$ cat src/rtl/apb_pkg.sv
// Shared APB definitions: bus width, master FSM states and slave register map.
package apb_pkg;

    localparam int APB_W    = 32;
    localparam int NUM_REGS = 4;

    typedef enum logic [1:0] {
        IDLE   = 2'd0,
        SETUP  = 2'd1,
        ACCESS = 2'd2
    } apb_state_e;

    localparam logic [APB_W-1:0] ADDR_NUMBER  = 32'h0000_0000;
    localparam logic [APB_W-1:0] ADDR_DATE    = 32'h0000_0004;
    localparam logic [APB_W-1:0] ADDR_SURNAME = 32'h0000_0008;
    localparam logic [APB_W-1:0] ADDR_NAME    = 32'h0000_000C;

endpackage

$ cat src/rtl/apb_master.sv
// Free-running APB master: samples the request on every SETUP entry and
// cycles SETUP/ACCESS back to back, capturing read data on completion.
module apb_master
    import apb_pkg::*;
(
    input  logic             PCLK,
    input  logic             PRESET,
    input  logic             PWRITE_MASTER,
    input  logic [APB_W-1:0] PADDR_MASTER,
    input  logic [APB_W-1:0] PWDATA_MASTER,
    output logic [APB_W-1:0] PRDATA_MASTER,
    output logic             PSEL,
    output logic             PENABLE,
    output logic             PWRITE,
    output logic [APB_W-1:0] PADDR,
    output logic [APB_W-1:0] PWDATA,
    input  logic [APB_W-1:0] PRDATA,
    input  logic             PREADY
);

    apb_state_e       state_reg  = IDLE;
    apb_state_e       state_next;
    logic             pwrite_reg = 1'b0;
    logic [APB_W-1:0] paddr_reg  = '0;
    logic [APB_W-1:0] pwdata_reg = '0;
    logic [APB_W-1:0] prdata_reg = '0;
    logic             psel_next;
    logic             penable_next;

    always_comb begin
        state_next   = state_reg;
        psel_next    = 1'b0;
        penable_next = 1'b0;
        case (state_reg)
            IDLE: begin
                state_next = SETUP;
            end
            SETUP: begin
                psel_next  = 1'b1;
                state_next = ACCESS;
            end
            ACCESS: begin
                psel_next    = 1'b1;
                penable_next = 1'b1;
                state_next   = PREADY ? SETUP : ACCESS;
            end
            default: begin
                state_next = IDLE;
            end
        endcase
    end

    always_ff @(posedge PCLK) begin
        if (PRESET) begin
            state_reg  <= IDLE;
            pwrite_reg <= 1'b0;
            paddr_reg  <= '0;
            pwdata_reg <= '0;
            prdata_reg <= '0;
        end else begin
            state_reg <= state_next;
            // Request is sampled only when a new transfer begins; held through ACCESS.
            if (state_next == SETUP) begin
                pwrite_reg <= PWRITE_MASTER;
                paddr_reg  <= PADDR_MASTER;
                pwdata_reg <= PWDATA_MASTER;
            end
            if (state_reg == ACCESS && PREADY && !pwrite_reg) begin
                prdata_reg <= PRDATA;
            end
        end
    end

    assign PSEL          = psel_next;
    assign PENABLE       = penable_next;
    assign PWRITE        = pwrite_reg;
    assign PADDR         = paddr_reg;
    assign PWDATA        = pwdata_reg;
    assign PRDATA_MASTER = prdata_reg;

endmodule

$ cat config.mk
export PLATFORM = sky130hd
export DESIGN_NAME = apb_master
export DESIGN_NICKNAME = d
export VERILOG_FILES = /design/src/rtl/apb_pkg.sv /design/src/rtl/apb_master.sv
export SDC_FILE = /design/constraint.sdc
export NUM_CORES = 1
export LEC_CHECK = 0
export ABC_AREA = 1
export CORE_MARGIN = 2
export CORE_UTILIZATION = 43
export CTS_CLUSTER_DIAMETER = 30
export DETAILED_ROUTE_END_ITERATION = 12
export PLACE_DENSITY = 0.95
export REMOVE_ABC_BUFFERS = 1
export SLEW_MARGIN = 20
export SYNTH_ARGS = -nofsm -noshare
export SYNTH_HDL_FRONTEND = slang
export SYNTH_SLANG_ARGS = --single-unit
export TNS_END_PERCENT = 30
$ cat constraint.sdc
create_clock -name PCLK -period 2.9 [get_ports PCLK]
set_clock_uncertainty 0.15 [all_clocks]
set_input_delay 0.58 -clock PCLK [delete_from_list [all_inputs] [get_ports PCLK]]
set_output_delay 0.58 -clock PCLK [all_outputs]
set_load 0.005 [all_outputs]
# After elaboration in Yosys (flattened, before gate mapping)
# Index checks and enable logic that the tools add are counted.
dict set report totals {
  mem_count 0
  inputBits 100
  mem_bits_ro 0
  ram_bits 0
  elab_cells 17
  register_bits 99
  out_inout_bits 99
  latch_bits 0
}
dict set report classes {
  mux 4
  n_reduce_logical 5
  n_lt_le_gt_ge 0
  n_mul 0
  eq_ne 3
  bitwise_logic 0
  n_shift 0
  n_div 0
  addsub 0
}
# cell n
set ops {}
lappend ops {{2-bit one-hot mux with 3 select lines} 1}
lappend ops {{2-bit by 1-bit == test with 1-bit output (second input constant)} 2}
lappend ops {{2-bit == test (second input constant)} 1}
lappend ops {{1-bit logical AND} 2}
lappend ops {{2-bit zero test} 1}
lappend ops {{1-bit two-way mux} 2}
lappend ops {{2-bit two-way mux} 1}
lappend ops {{2-bit OR reduction} 1}
lappend ops {{1-bit zero test} 1}

# Depth between registers and ports, before layout
# Gate-level depths: netlist (run 1).
dict set report depth {
  word_depth 3
  mapped_depth 10
  mapped_depth_nobuf 8
}

# Worst setup path after synthesis (run 1)
# Ideal clock, no wire load.
dict set report synth_path {
  path_type {register to register}
  from {reg state_reg[0]}
  to {reg paddr_reg[13], in the netlist PADDR[13]}
  stages_incl_launch_ff 10
  arrival_time_ps 1375
  n_path_buf 2
  t_required_ps 2637
  setup_ps 113
  period_less_slack_ps 1637
  slack_ps 1263
  cell_sequence {dfxtp_1 inv_1 ha_1 nand2_1 a21oi_1 buf_4 buf_4 nand3_1 nand2_1 nor2_1}
}
dict set report synth_via {
  elab_chain_cells 3
  elab_cells_between_ends 5
  cone_classes {3 x eq/ne; 1 x mux; 1 x reduce/logical}
}
# item line
set synth_rtl {}
lappend synth_rtl {{from (decl)} apb_master.sv:21} ;# apb_state_e state_reg = IDLE;
lappend synth_rtl {{from (signal assigned)} apb_master.sv:61} ;# state_reg <= state_next;
lappend synth_rtl {{2-bit == test (tied with other cells)} apb_master.sv:34} ;# case (state_reg)
lappend synth_rtl {{2-bit one-hot mux with 3 select lines *} apb_master.sv:34}
lappend synth_rtl {{2-bit by 1-bit == test with 1-bit output *} apb_master.sv:63} ;# if (state_next == SETUP) begin
lappend synth_rtl {{to (signal assigned)} apb_master.sv:57} ;# paddr_reg <= '0;
lappend synth_rtl {{to (signal assigned)} apb_master.sv:65} ;# paddr_reg <= PADDR_MASTER;
lappend synth_rtl {{to (decl)} apb_master.sv:24} ;# logic [APB_W-1:0] paddr_reg = '0;
# Mark *: on every way between the ends. The rest lies on a longest branch, timed or not.
# A chain may end at the register's enable or synchronous reset.

# Worst setup path in the final report (run 1)
dict set report layout_path {
  from {reg state_reg[0]}
  to {out PSEL}
}
dict set report layout_via {
  elab_chain_cells 3
  elab_cells_between_ends 4
  cone_classes {2 x eq/ne; 1 x mux; 1 x reduce/logical}
}
# item line
set layout_rtl {}
lappend layout_rtl {{2-bit == test / 2-bit by 1-bit == test with 1-bit output (equally long branches)} apb_master.sv:34}
lappend layout_rtl {{2-bit OR reduction (no line) *} --}
lappend layout_rtl {{1-bit two-way mux *} apb_master.sv:34}
lappend layout_rtl {{to (decl)} apb_master.sv:12} ;# output logic PSEL,
# Marked as above.

==> results.json, run 1 <==
{
  "cp_slowest_cell": "clkdlybuf4s50_1",
  "r2r-start": "state_reg[0]",
  "wire_per_inst_um": 12.8,
  "cts_resized": 0,
  "max_stage_delay_ns": 0.52,
  "worstPathCellList": "inv_1, ha_1, clkdlybuf4s50_1",
  "min_to": "PWDATA[30]",
  "syn_inst": 582,
  "cap_violations": 0,
  "die_h_um": 101,
  "grt_pass1_wl_mm": 18.0,
  "num-nets-final": 865,
  "setup_viol": 0,
  "route.met3.wl_mm": 1.17,
  "dr.pass1.iters": 5,
  "worst-endpoint-arrival_ns": 1.64,
  "synth_area_leaders": "dfxtp_1 (49%), nor2_1 (18%), nand3_1 (8.2%), nand2_1 (6.8%), inv_1 (6.6%)",
  "end_kind": "output pin",
  "insertion_delay_ns": 0.35,
  "final_cells": 878,
  "cts_sinks": 99,
  "rrSetupSlack_ns": 0.77,
  "area_delta_synth_final_pct": 55.7,
  "peakVddDrop_v": 0.000335,
  "layout-drive-gt1-share_pct": 3.78,
  "p_sw_mw": 1.16,
  "hold_path.class": "reg2reg",
  "leakage_nw": 2.94,
  "cp.required_ns": 2.17,
  "synth_warnings": 0,
  "wl_met1_mm": 4.52,
  "drt-total-wl_mm": 11.2,
  "synth_area_mm2": 0.00402,
  "syn_avg_cell_area_um2": 6.90,
  "slew_viol_final": 0,
  "ff2ff_path_depth": 7,
  "dp_cells": 862,
  "post-place-ws_ns": 0.502,
  "hold_violations": 0,
  "r2r_end": "PRDATA_MASTER[26]",
  "switching_share_pct": 30.1,
  "holdPathStages": 2,
  "dr_wl_met2_mm": 5.27,
  "hold_start": "PWDATA[30]",
  "power_frac_clock_pct": 23.0,
  "crit_family": "buffers and inverters",
  "vias": 4091,
  "power_frac_comb_pct": 33.3,
  "ys_types": 18,
  "coreArea_mm2": 0.00915,
  "ctsRootBufferMaster": "clkbuf_8",
  "placementRows": 35,
  "rsz0062_at_grt": "no",
  "fin_hold_ws_ns": 0.336,
  "port_buffers": 198,
  "layout_setup_ws_ns": 0.525,
  "setup_tns_ns": 0,
  "power.internal_mw": 2.70,
  "critPathLaunch": "state_reg[0]",
  "gr-total-overflow": 0,
  "grt_pass1_vias": 3962,
  "antenna_cells": 0,
  "drtIter0Drc": 183,
  "route.detailed.drc": 0,
  "h-tree-depth": 3,
  "cts.path.max_buffers": 2,
  "cts_tree": "yes",
  "synth_top_area_share_pct": 49.4,
  "cts_setup_buffers": 0,
  "synth_top_area_cell": "dfxtp_1",
  "synth.ff_latch_count": 99,
  "final_antenna_net_count": 0,
  "clk_pin_slew_worst_paths_ns": 0.09,
  "antenna_found_initial": 0,
  "crit_path_max_fanout": 4,
  "critPathBufInv": 2,
  "crit_type": "reg2out",
  "yosysSeqAreaShare_pct": 49.4,
  "post-route-period-util_pct": 81.9,
  "ioPinCount": 199,
  "numCtsBuffers": 9,
  "worstMarginPinSlew_ns": 0.960,
  "maxSlewHeadroom_pct": 35.9,
  "start_kind": "register",
  "avgViaCountPerCell": 4.66,
  "top_layer_used": "met4",
  "period_needed_ns": 2.37,
  "cts-hold-fix-buffers": 0,
  "die_area_mm2": 0.0101,
  "start_util_pct": 43.9,
  "power.density_mw_per_mm2": 618,
  "die_w_um": 101,
  "fmaxAchievable_ghz": 0.421,
  "grt_max_degree": 67,
  "power_frac_seq_pct": 43.6,
  "place.gp.congestion": 0.800,
  "place_hpwl_mm": 8.02,
  "outcome": "complete, no violations",
  "track_usage_pct": 22.1
}
-- final cells by class --
type	instances	area (um2)
clock inverters	5	60.1
well taps	111	139
flip-flops and latches	99	1980
repair buffers	206	2080
inverters	72	270
fillers	747	2900
multi-input cells	374	1580
clock buffers	11	141
-- how the worst max path moves through the flow --
| stage | to | depth (start not counted) | slack [ns] |
|---|---|---|---|
| final | PSEL | 3 | 0.53 |
| after global routing | PSEL | 3 | 0.42 |
| after CTS | PSEL | 3 | 0.50 |
| after detailed placement | PRDATA_MASTER[26] | 6 | 0.50 |
| after global placement | PRDATA_MASTER[9] | 6 | 0.56 |
| after floorplan | PADDR[0] | 7 | -0.78 |
-- tightest hold or removal path: stages (launching register included) --
cell	delay (ns)
dfxtp_1	0.32
nor2_1	0.09
nor2_1	0.04
-- power groups by stage --
stage / clock network (mW) / registers, mW / logic [mW]
after floorplan: 0 / 1.73 / 0.526
after global placement: 0 / 1.70 / 1.27
after detailed placement: 0 / 1.72 / 1.30
after CTS: 0.916 / 1.69 / 1.30
after global routing: 0.992 / 1.71 / 1.43
final: 0.890 / 1.68 / 1.29
-- synth_stat cells --
library cell,number
a21oi_1,1
buf_1,3
buf_2,7
buf_4,11
buf_6,1
clkbuf_1,15
clkinv_1,1
dfxtp_1,99
ha_1,3
inv_1,71
nand2_1,73
nand2_2,1
nand3_1,66
nor2_1,196
nor2_2,1
nor2_4,1
o21ai_0,18
o21ai_1,14
-- metrics by stage --
| step | cell area (um2) | power (mW) | util, % |
|---|---|---|---|
| after floorplan | 3820 | 2.26 | - |
| after global placement | 6050 | 2.98 | 66.1 |
| after detailed placement | 6050 | 3.02 | 66.1 |
| after CTS | 6250 | 3.90 | 68.3 |
| after global routing | 6250 | 4.14 | 68.3 |
| final | 6250 | 3.86 | 68.3 |
-- kinds of logic (layout without fill, tap and decap cells) --
logic type | Yosys count | in the layout | synth area share [%]
buffers and inverters | 109 | 294 | 11.6
flip-flops | 99 | 99 | 49.4
AO/OA/AOI/OAI | 33 | 33 | 4.11
AND/OR/NAND/NOR | 338 | 338 | 34.0
adder cells (fa/ha/maj) | 3 | 3 | 0.935
-- routing by layer --
metal	track usage [%]	vias to the layer above
met5	0	-
met2	37.4	183
met3	8.95	22
met1	25.1	1778
li1	-	2108
met4	7.80	0
-- cell usage in the layout (no fill, tap or decap), drive strengths merged --
cell           count
clkdlybuf4s50    198
nor2             198
dfxtp             99
nand2             74
inv               73
nand3             66
o21ai             32
clkbuf            11
buf                8
ha                 3
clkinv             2
a21oi              1
bufinv             1
clkinvlp           1
Note: power is estimated with default switching activity, not from simulation.
==> run 2, diff against run 1 <==
--- a/config.mk
+++ b/config.mk
@@ -7,10 +7,10 @@
 export LEC_CHECK = 0
 export ABC_AREA = 1
 export CORE_MARGIN = 2
-export CORE_UTILIZATION = 43
+export CORE_UTILIZATION = 36
 export CTS_CLUSTER_DIAMETER = 30
 export DETAILED_ROUTE_END_ITERATION = 12
-export PLACE_DENSITY = 0.95
+export PLACE_DENSITY = 0.86
 export REMOVE_ABC_BUFFERS = 1
 export SLEW_MARGIN = 20
 export SYNTH_ARGS = -nofsm -noshare
==> constraint.sdc (replaced) <==
create_clock -name PCLK -period 2.15 [get_ports PCLK]
set_clock_uncertainty 0.15 [all_clocks]
set_input_delay 0.43 -clock PCLK [delete_from_list [all_inputs] [get_ports PCLK]]
set_output_delay 0.43 -clock PCLK [all_outputs]
set_load 0.005 [all_outputs]
==> results.json, run 2 (synthesis results as in run 1) <==
{
  "layout_setup_ws_ns": 0.0832,
  "die_w_um": 110,
  "coreArea_mm2": 0.0108,
  "p_sw_mw": 1.57,
  "die_h_um": 110,
  "power_frac_seq_pct": 44.2,
  "hold_violations": 0,
  "ioPinCount": 199,
  "final_cell_mix": "clkdlybuf4s50_1 (197), nor2_1 (196), dfxtp_1 (97), nand2_1 (72), inv_1 (71)",
  "grt_pass1_vias": 3697,
  "clk_pin_slew_worst_paths_ns": 0.09,
  "power_frac_comb_pct": 34.3,
  "setup_viol": 0,
  "ctsRootBufferMaster": "clkbuf_8",
  "worst-endpoint-arrival_ns": 1.49,
  "cts-hold-fix-buffers": 0,
  "power_frac_clock_pct": 21.5,
  "maxSlewHeadroom_pct": 81.7,
  "critPathBufInv": 2,
  "layout-drive-gt1-share_pct": 4.53,
  "hold_start": "PWDATA[18]",
  "leakage_nw": 2.97,
  "ff2ff_path_depth": 9,
  "holdPathStages": 2,
  "cp.required_ns": 1.57,
  "rrSetupSlack_ns": 0.45,
  "crit_type": "reg2out",
  "period_needed_ns": 2.07,
  "numCtsBuffers": 9,
  "insertion_delay_ns": 0.37,
  "cts.path.max_buffers": 2,
  "drtIter0Drc": 271,
  "port_buffers": 198,
  "final_antenna_net_count": 0,
  "grt_max_degree": 52,
  "r2r_end": "PWDATA[9]",
  "min_to": "PWDATA[18]",
  "die_area_mm2": 0.0120,
  "start_util_pct": 37.0,
  "end_kind": "output pin",
  "num-nets-final": 870,
  "track_usage_pct": 18.3,
  "start_kind": "register",
  "worstPathCellList": "inv_1, ha_4, clkdlybuf4s50_1",
  "h-tree-depth": 3,
  "area_delta_synth_final_pct": 58.1,
  "r2r-start": "state_reg[0]",
  "grt_pass1_wl_mm": 17.2,
  "final_common_cell": "clkdlybuf4s50_1",
  "switching_share_pct": 30.5,
  "fillers": 1000,
  "place_hpwl_mm": 7.71,
  "dr.pass1.iters": 5,
  "avgViaCountPerCell": 4.50,
  "crit_cells": 3,
  "cts_tree": "yes",
  "post-place-ws_ns": 0.0988,
  "outcome": "complete, no violations",
  "hold_path.class": "reg2reg",
  "crit_path_max_fanout": 4,
  "fin_hold_ws_ns": 0.336,
  "antenna_found_initial": 0,
  "crit_family": "buffers and inverters",
  "wire_per_inst_um": 12.3,
  "fmaxAchievable_ghz": 0.484,
  "cts_sinks": 99,
  "max_stage_delay_ns": 0.49,
  "peakVddDrop_v": 0.000456,
  "vias": 4104,
  "drt-total-wl_mm": 11.2,
  "cap_violations": 0,
  "post-route-period-util_pct": 96.1,
  "placementRows": 38,
  "slew_viol_final": 0,
  "power.density_mw_per_mm2": 810,
  "gr-total-overflow": 0,
  "power_mw": 5.14,
  "cp_slowest_cell": "clkdlybuf4s50_1",
  "rsz0062_at_grt": "no",
  "antenna_cells": 0,
  "worstMarginPinSlew_ns": 0.275,
  "place.gp.congestion": 0.734,
  "power.internal_mw": 3.58,
  "route.detailed.drc": 0
}
==> run 2: per-stage QoR <==
| step | instances | setup TNS, ns | utilization [%] | area, um2 |
|---|---|---|---|---|
| floorplan | 545 | -106.13 | - | 3820 |
| global placement | 894 | 0 | 56.7 | 6150 |
| detailed placement | 894 | 0 | 56.7 | 6150 |
| CTS | 912 | 0 | 58.5 | 6340 |
| global route | 912 | 0 | 58.6 | 6350 |
| finish | 912 | 0 | 58.6 | 6350 |
==> run 2: layout make-up <==
| class | count | area, um2 | area share [%] |
|---|---|---|---|
| inverter | 72 | 270 | 4.26 |
| tap | 140 | 175 | 2.76 |
| clock inverter | 2 | 10.0 | 0.158 |
| sequential | 99 | 1980 | 31.3 |
| timing repair buffer | 211 | 2150 | 33.9 |
| multi-input combinational | 374 | 1590 | 25.1 |
| clock buffer | 14 | 163 | 2.56 |
==> run 2: timing repair <==
action | CTS | global route
pin swaps | 0 | 1
setup endpoints to repair | 2 | 1
gates resized for setup | 4 | 1
buffers inserted | 2 | 0
==> run 2: how the worst max path moves through the flow <==
stage	start	end	slack, ns
after global routing	state_reg[0]	PENABLE	0.02
after floorplan	state_reg[0]	PADDR[0]	-1.53
final	state_reg[0]	PENABLE	0.08
after CTS	state_reg[0]	PENABLE	0.01
after detailed placement	PREADY	PWDATA[9]	0.1
after global placement	PREADY	PWDATA[31]	0.17
==> run 2: layer usage <==
metal / up-vias / global-route usage, % / part of all wire (%)
met5: - / 0 / 0
met4: 0 / 9.40 / 2.4
met3: 19 / 8.24 / 12
met2: 166 / 29.1 / 43
met1: 1803 / 20.8 / 43
li1: 2116 / - / -
==> run 2: tightest hold or removal path: cells and delay by family, from the launching register on <==
family / cells / cell delay [ns]
and+or+nand+nor: 2 / 0.13
DFF: 1 / 0.32
==> run 2: power groups by stage <==
stage	sequential, mW	clock, mW	combinational [mW]
floorplan	2.33	0	0.709
global placement	2.30	0	1.75
detailed placement	2.32	0	1.77
CTS	2.27	1.16	1.79
global route	2.31	1.22	1.96
finish	2.27	1.11	1.76
